### src/rtl/invader_fleet.sv
`default_nettype none
// ============================================================================
// invader_fleet : alive bitmap, march/drop stepping, bullet hit decode, speed-up
// Rev 1.0
// ============================================================================
module invader_fleet #(
  parameter int COLS        = 10,
  parameter int ROWS        = 2,
  parameter int GRID_W      = 32,
  parameter int XW          = 5,
  parameter int YW          = 5,
  parameter int START_LINE  = 4,
  parameter int LAND_LINE   = 28,
  parameter int BASE_PERIOD = 8,
  parameter int MIN_PERIOD  = 2
) (
  input  logic                 clk,
  input  logic                 clr,
  input  logic                 start,
  input  logic                 tick,
  input  logic                 hit_valid,
  input  logic [XW-1:0]        hit_x,
  input  logic [YW-1:0]        hit_y,
  output logic [ROWS*COLS-1:0] invArray,
  output logic [YW-1:0]        invLine,
  output logic [XW-1:0]        fleetX,
  output logic                 dir,
  output logic                 hit_ack,
  output logic [7:0]           kills,
  output logic                 cleared,
  output logic                 landed
);

  localparam int c_N  = ROWS * COLS;
  localparam int c_PW = $clog2(BASE_PERIOD + 1);

  typedef enum logic [1:0] {
    S_IDLE    = 2'd0,
    S_MARCH   = 2'd1,
    S_CLEARED = 2'd2,
    S_LANDED  = 2'd3
  } state_t;

  state_t          r_state;
  logic [c_N-1:0]  r_inv;
  logic [XW-1:0]   r_fx;
  logic [YW-1:0]   r_line;
  logic            r_dir;
  logic [c_PW-1:0] r_period;
  logic [c_PW-1:0] r_cnt;
  logic            r_ack;
  logic [7:0]      r_kills;
  logic            r_cleared;
  logic            r_landed;

  logic [XW:0]     w_dx;
  logic [YW:0]     w_dy;
  logic [c_N-1:0]  w_mask;
  logic [c_N-1:0]  w_inv_nx;
  logic            w_hit;
  logic            w_step;
  logic            w_at_edge;
  logic            w_land;

  // One extra bit on the offsets makes a bullet left of / above the formation
  // decode as a large value that can never match a cell.
  always_comb begin
    w_dx   = {1'b0, hit_x} - {1'b0, r_fx};
    w_dy   = {1'b0, hit_y} - {1'b0, r_line};
    w_mask = '0;
    for (int r = 0; r < ROWS; r++) begin
      for (int c = 0; c < COLS; c++) begin
        if (w_dy == (YW+1)'(r) && w_dx == (XW+1)'(c)) begin
          w_mask[r*COLS+c] = 1'b1;
        end
      end
    end
    w_hit     = hit_valid && (r_state == S_MARCH) && (|(w_mask & r_inv));
    w_inv_nx  = w_hit ? (r_inv & ~w_mask) : r_inv;
    w_step    = tick && (r_cnt >= r_period - c_PW'(1));
    w_at_edge = r_dir ? (int'(r_fx) + COLS >= GRID_W) : (r_fx == '0);
    w_land    = int'(r_line) + ROWS >= LAND_LINE;
  end

  always_ff @(posedge clk) begin
    if (clr || start) begin
      r_state   <= clr ? S_IDLE : S_MARCH;
      r_inv     <= '1;
      r_fx      <= '0;
      r_line    <= YW'(START_LINE);
      r_dir     <= 1'b1;
      r_period  <= c_PW'(BASE_PERIOD);
      r_cnt     <= '0;
      r_ack     <= 1'b0;
      r_kills   <= '0;
      r_cleared <= 1'b0;
      r_landed  <= 1'b0;
    end else begin
      r_ack <= 1'b0;
      if (r_state == S_MARCH) begin
        if (w_hit) begin
          r_inv <= w_inv_nx;
          r_ack <= 1'b1;
          if (r_kills != 8'hFF) r_kills <= r_kills + 8'd1;
          if (r_period > c_PW'(MIN_PERIOD)) r_period <= r_period - c_PW'(1);
        end
        if (tick) begin
          if (w_step) begin
            r_cnt <= '0;
            if (w_at_edge) begin
              r_line <= r_line + YW'(1);
              r_dir  <= ~r_dir;
            end else if (r_dir) begin
              r_fx <= r_fx + XW'(1);
            end else begin
              r_fx <= r_fx - XW'(1);
            end
          end else begin
            r_cnt <= r_cnt + c_PW'(1);
          end
        end
        if (w_inv_nx == '0) begin
          r_state   <= S_CLEARED;
          r_cleared <= 1'b1;
        end else if (w_step && w_at_edge && w_land) begin
          r_state  <= S_LANDED;
          r_landed <= 1'b1;
        end
      end
    end
  end

  assign invArray = r_inv;
  assign invLine  = r_line;
  assign fleetX   = r_fx;
  assign dir      = r_dir;
  assign hit_ack  = r_ack;
  assign kills    = r_kills;
  assign cleared  = r_cleared;
  assign landed   = r_landed;

endmodule
`default_nettype wire

### config.mk
export PLATFORM = sky130hd
export DESIGN_NAME = invader_fleet
export DESIGN_NICKNAME = d
export VERILOG_FILES = /design/src/rtl/invader_fleet.sv
export SDC_FILE = /design/constraint.sdc
export NUM_CORES = 1
export LEC_CHECK = 0
export BUFFER_PORTS_ARGS = -buffer_cell sky130_fd_sc_hd__buf_2
export CORE_ASPECT_RATIO = 1.2
export CORE_MARGIN = 1
export CORE_UTILIZATION = 55
export DETAILED_ROUTE_END_ITERATION = 10
export PLACE_DENSITY = 0.86
export SLEW_MARGIN = 20
export SYNTH_ARGS = -nofsm -noshare
export SYNTH_HDL_FRONTEND = slang
export SYNTH_SLANG_ARGS = --single-unit
### constraint.sdc
create_clock -name clk -period 11.6 [get_ports clk]
set_input_delay 2.32 -clock clk [delete_from_list [all_inputs] [get_ports clk]]
set_output_delay 2.32 -clock clk [all_outputs]
set_load 0.01 [all_outputs]
==> results.ini <==
[clock_tree]
post_cts_resized = 0
post_cts_buffers = 0
clkSinkCount = 52
cts.clk_slew.worst_paths_ps = 90
cts_buffer_depth = 2
cts_root_buf = clkbuf_8
cts-buffers-inserted = 5
cts_tree = yes
htree_levels = 2
clk_latency_ps = 300
postCtsHoldBufs = 0

[floorplanning]
core_um2 = 5668
num_rows = 30
die_w_um = 72.25
io_pins = 57
die_y_um = 86.30
die-area_um2 = 6234
start_util = 0.5746

[pwr]
irDropWorstVdd_uv = 51.34
switchingPower_mw = 0.08119
finalPower_mw = 0.3503
p_seq_frac = 0.516
combPwrFrac = 0.100
switching_share = 0.2318
power_density_nw_per_um2 = 94.04
clkPwrFrac = 0.383
p_int_mw = 0.2691
leakagePower_nw = 1.581

[critical_path]
crit_path_end_kind = register
worstSetupPathType = input pin to register
cp.arrival_ps = 6960
critPathLaunch = hit_x[0]
crit-reg2reg-launch = fleetX[0]
cp_max_fo = 13
worstSetupStartpointType = input pin
cp.required_ps = 11570

[sta]
max_freq_mhz = 143.1
setup_tns_ps = 0
final.setup_skew_ps = 8.033
fin_hold_ws_ps = 474.4
hold_violations = 0
setup_viol = 0
worst_slew_pin_slew_ps = 1007
period_minus_slack_ps = 6989
fin_ws_ps = 4611
rsz0062_at_grt = no
slew_viol_final = 0
maxSlewHeadroom = 0.3241
fin_crit_sh = 0.6025

[run]
maxCapViolations = 0

[layout]
area_growth_syn_to_layout_pct = 14.37
diodes = 0
fin_cells = 527
multi_input_area_um2 = 2059
fill_cells = 489
drive_gt1_frac = 0.1767
fin_nets = 489
seq_area_um2 = 1061

[synthesis]
netlist_instances = 393
netlist_area_um2 = 3257
synth_edf_count = 2
ys_async_sr_fraction = 0
synth_commonest_cells = 53 x nand2_1, 50 x dfxtp_1, 41 x nor2_1
yosys-top-cells-area = dfxtp_1 31%, ha_1 10%, nand2_1 6.1%
ys.flop_type = dfxtp_1
synth_area_per_cell_um2 = 8.287
ys_ff_latch = 52
yosysSeqAreaShare = 0.3258
synth_cell_types = 58
synth.most_common_cell = nand2_1
synthesis.nets = 436
synth_top_area_frac = 0.3073
yosysTopAreaCell = dfxtp_1
yosys_warnings = 0

[route]
routed_wl_mm = 7.845
drcViolationCount = 0
wire_per_inst_um = 14.89
postRouteAntennaNets = 0
vias = 3036
first_pass_iters = 4
drt_iter0_markers = 135
detail_route.vias_per_cell = 5.761

[global_routing]
met2_usage = 0.4885
grt-busiest-layer = met2
grt_start_max_net_pins = 30
grt_pass1_vias = 3019
grt_overflow = 0
grt_pass1_wl_mm = 13.17
antenna_found_initial = 0
grt_usage = 0.2628
grt.met1_usage = 0.3020
grtUsageMet3 = 0.03372

[placed_design]
placed_cells = 519
port_buffers = 56
gp_congestion = 0.9098
place_hpwl_mm = 6.023
pre_cts_ws_ps = 4343

[min_path]
holdCritStartpoint = cleared
hold_class = register to register

[outcome]
status = finished, final reports clean

[final timing paths]
path	endpoint	slack [ps]	depth (start not counted)
max	r_state[0]	4610	16
min	cleared	470	2
max reg2reg	r_state[0]	6210	14
min reg2reg	cleared	470	2
[final cells by class]
cell class	count	area share
Clock buffer	7	0.02586
Clock inverter	1	0.008062
Inverter	26	0.02620
Multi-Input combinational cell	305	0.5529
Sequential cell	52	0.2849
Tap cell	80	0.02687
Timing Repair Buffer	56	0.07524
[worst max-delay path, stage by stage]
cell	delay (ps)
buf_2	100
inv_1	50
ha_1	150
inv_1	50
fa_1	490
xnor2_1	850
nand2_1	110
a21oi_1	150
a311oi_1	70
or4b_4	520
o31a_4	160
a211o_1	330
or2_0	220
a2111o_1	410
or4b_4	580
o31ai_1	390
[routing by layer]
| metal | vias up | part of all wire |
|---|---|---|
| li1 | 1489 | - |
| met1 | 1413 | 0.42 |
| met2 | 112 | 0.50 |
| met3 | 22 | 0.051 |
| met4 | 0 | 0.027 |
| met5 | - | 0 |
[logic make-up (layout without fill, tap and decap cells)]
kind of cell    after synthesis  in the layout  synth area share
xor+xnor                     23             23           0.06992
flops                        52             52            0.3258
fa+ha+maj                    28             28            0.1122
simple gates                154            154            0.2263
compound gates               93             93            0.2021
mux                           7              7           0.02190
buf+inv                      36             90           0.04187
[state kept, by name, summed over array words and instances, names as in the netlist]
| name | cells |
|---|---|
| dir | 1 |
| r_period | 4 |
| invArray | 20 |
| r_state | 2 |
| r_cnt | 4 |
| kills | 8 |
| fleetX | 5 |
| cleared | 1 |
| invLine | 5 |
| hit_ack | 1 |
| landed | 1 |
[stage by stage]
step                area, µm²    util
finish                   3725  0.6572
global route             3725  0.6572
CTS                      3725  0.6572
detailed placement       3598  0.6349
global placement         3598  0.6349
floorplan                3257       -
[layout by cell type (no fill, tap or decap), types with 15 or more instances in the layout]
cell | Yosys | final
inv_1 | 26 | 26
o21ai_0 | 16 | 16
a21oi_1 | 21 | 21
buf_2 | 1 | 56
nor2_1 | 41 | 41
xnor2_1 | 15 | 15
ha_1 | 26 | 26
nand2_1 | 53 | 53
dfxtp_1 | 50 | 50
[power by group through the flow]
stage | registers, mW | clock network [mW] | logic (mW)
2_1_floorplan | 0.185 | 0 | 0.0257
3_3_place_gp | 0.185 | 0 | 0.0333
3_5_place_dp | 0.185 | 0 | 0.0341
4_1_cts | 0.181 | 0.137 | 0.0346
5_1_grt | 0.181 | 0.143 | 0.0387
6_report | 0.181 | 0.134 | 0.0352
No activity file was read; power rests on OpenSTA's default activity.
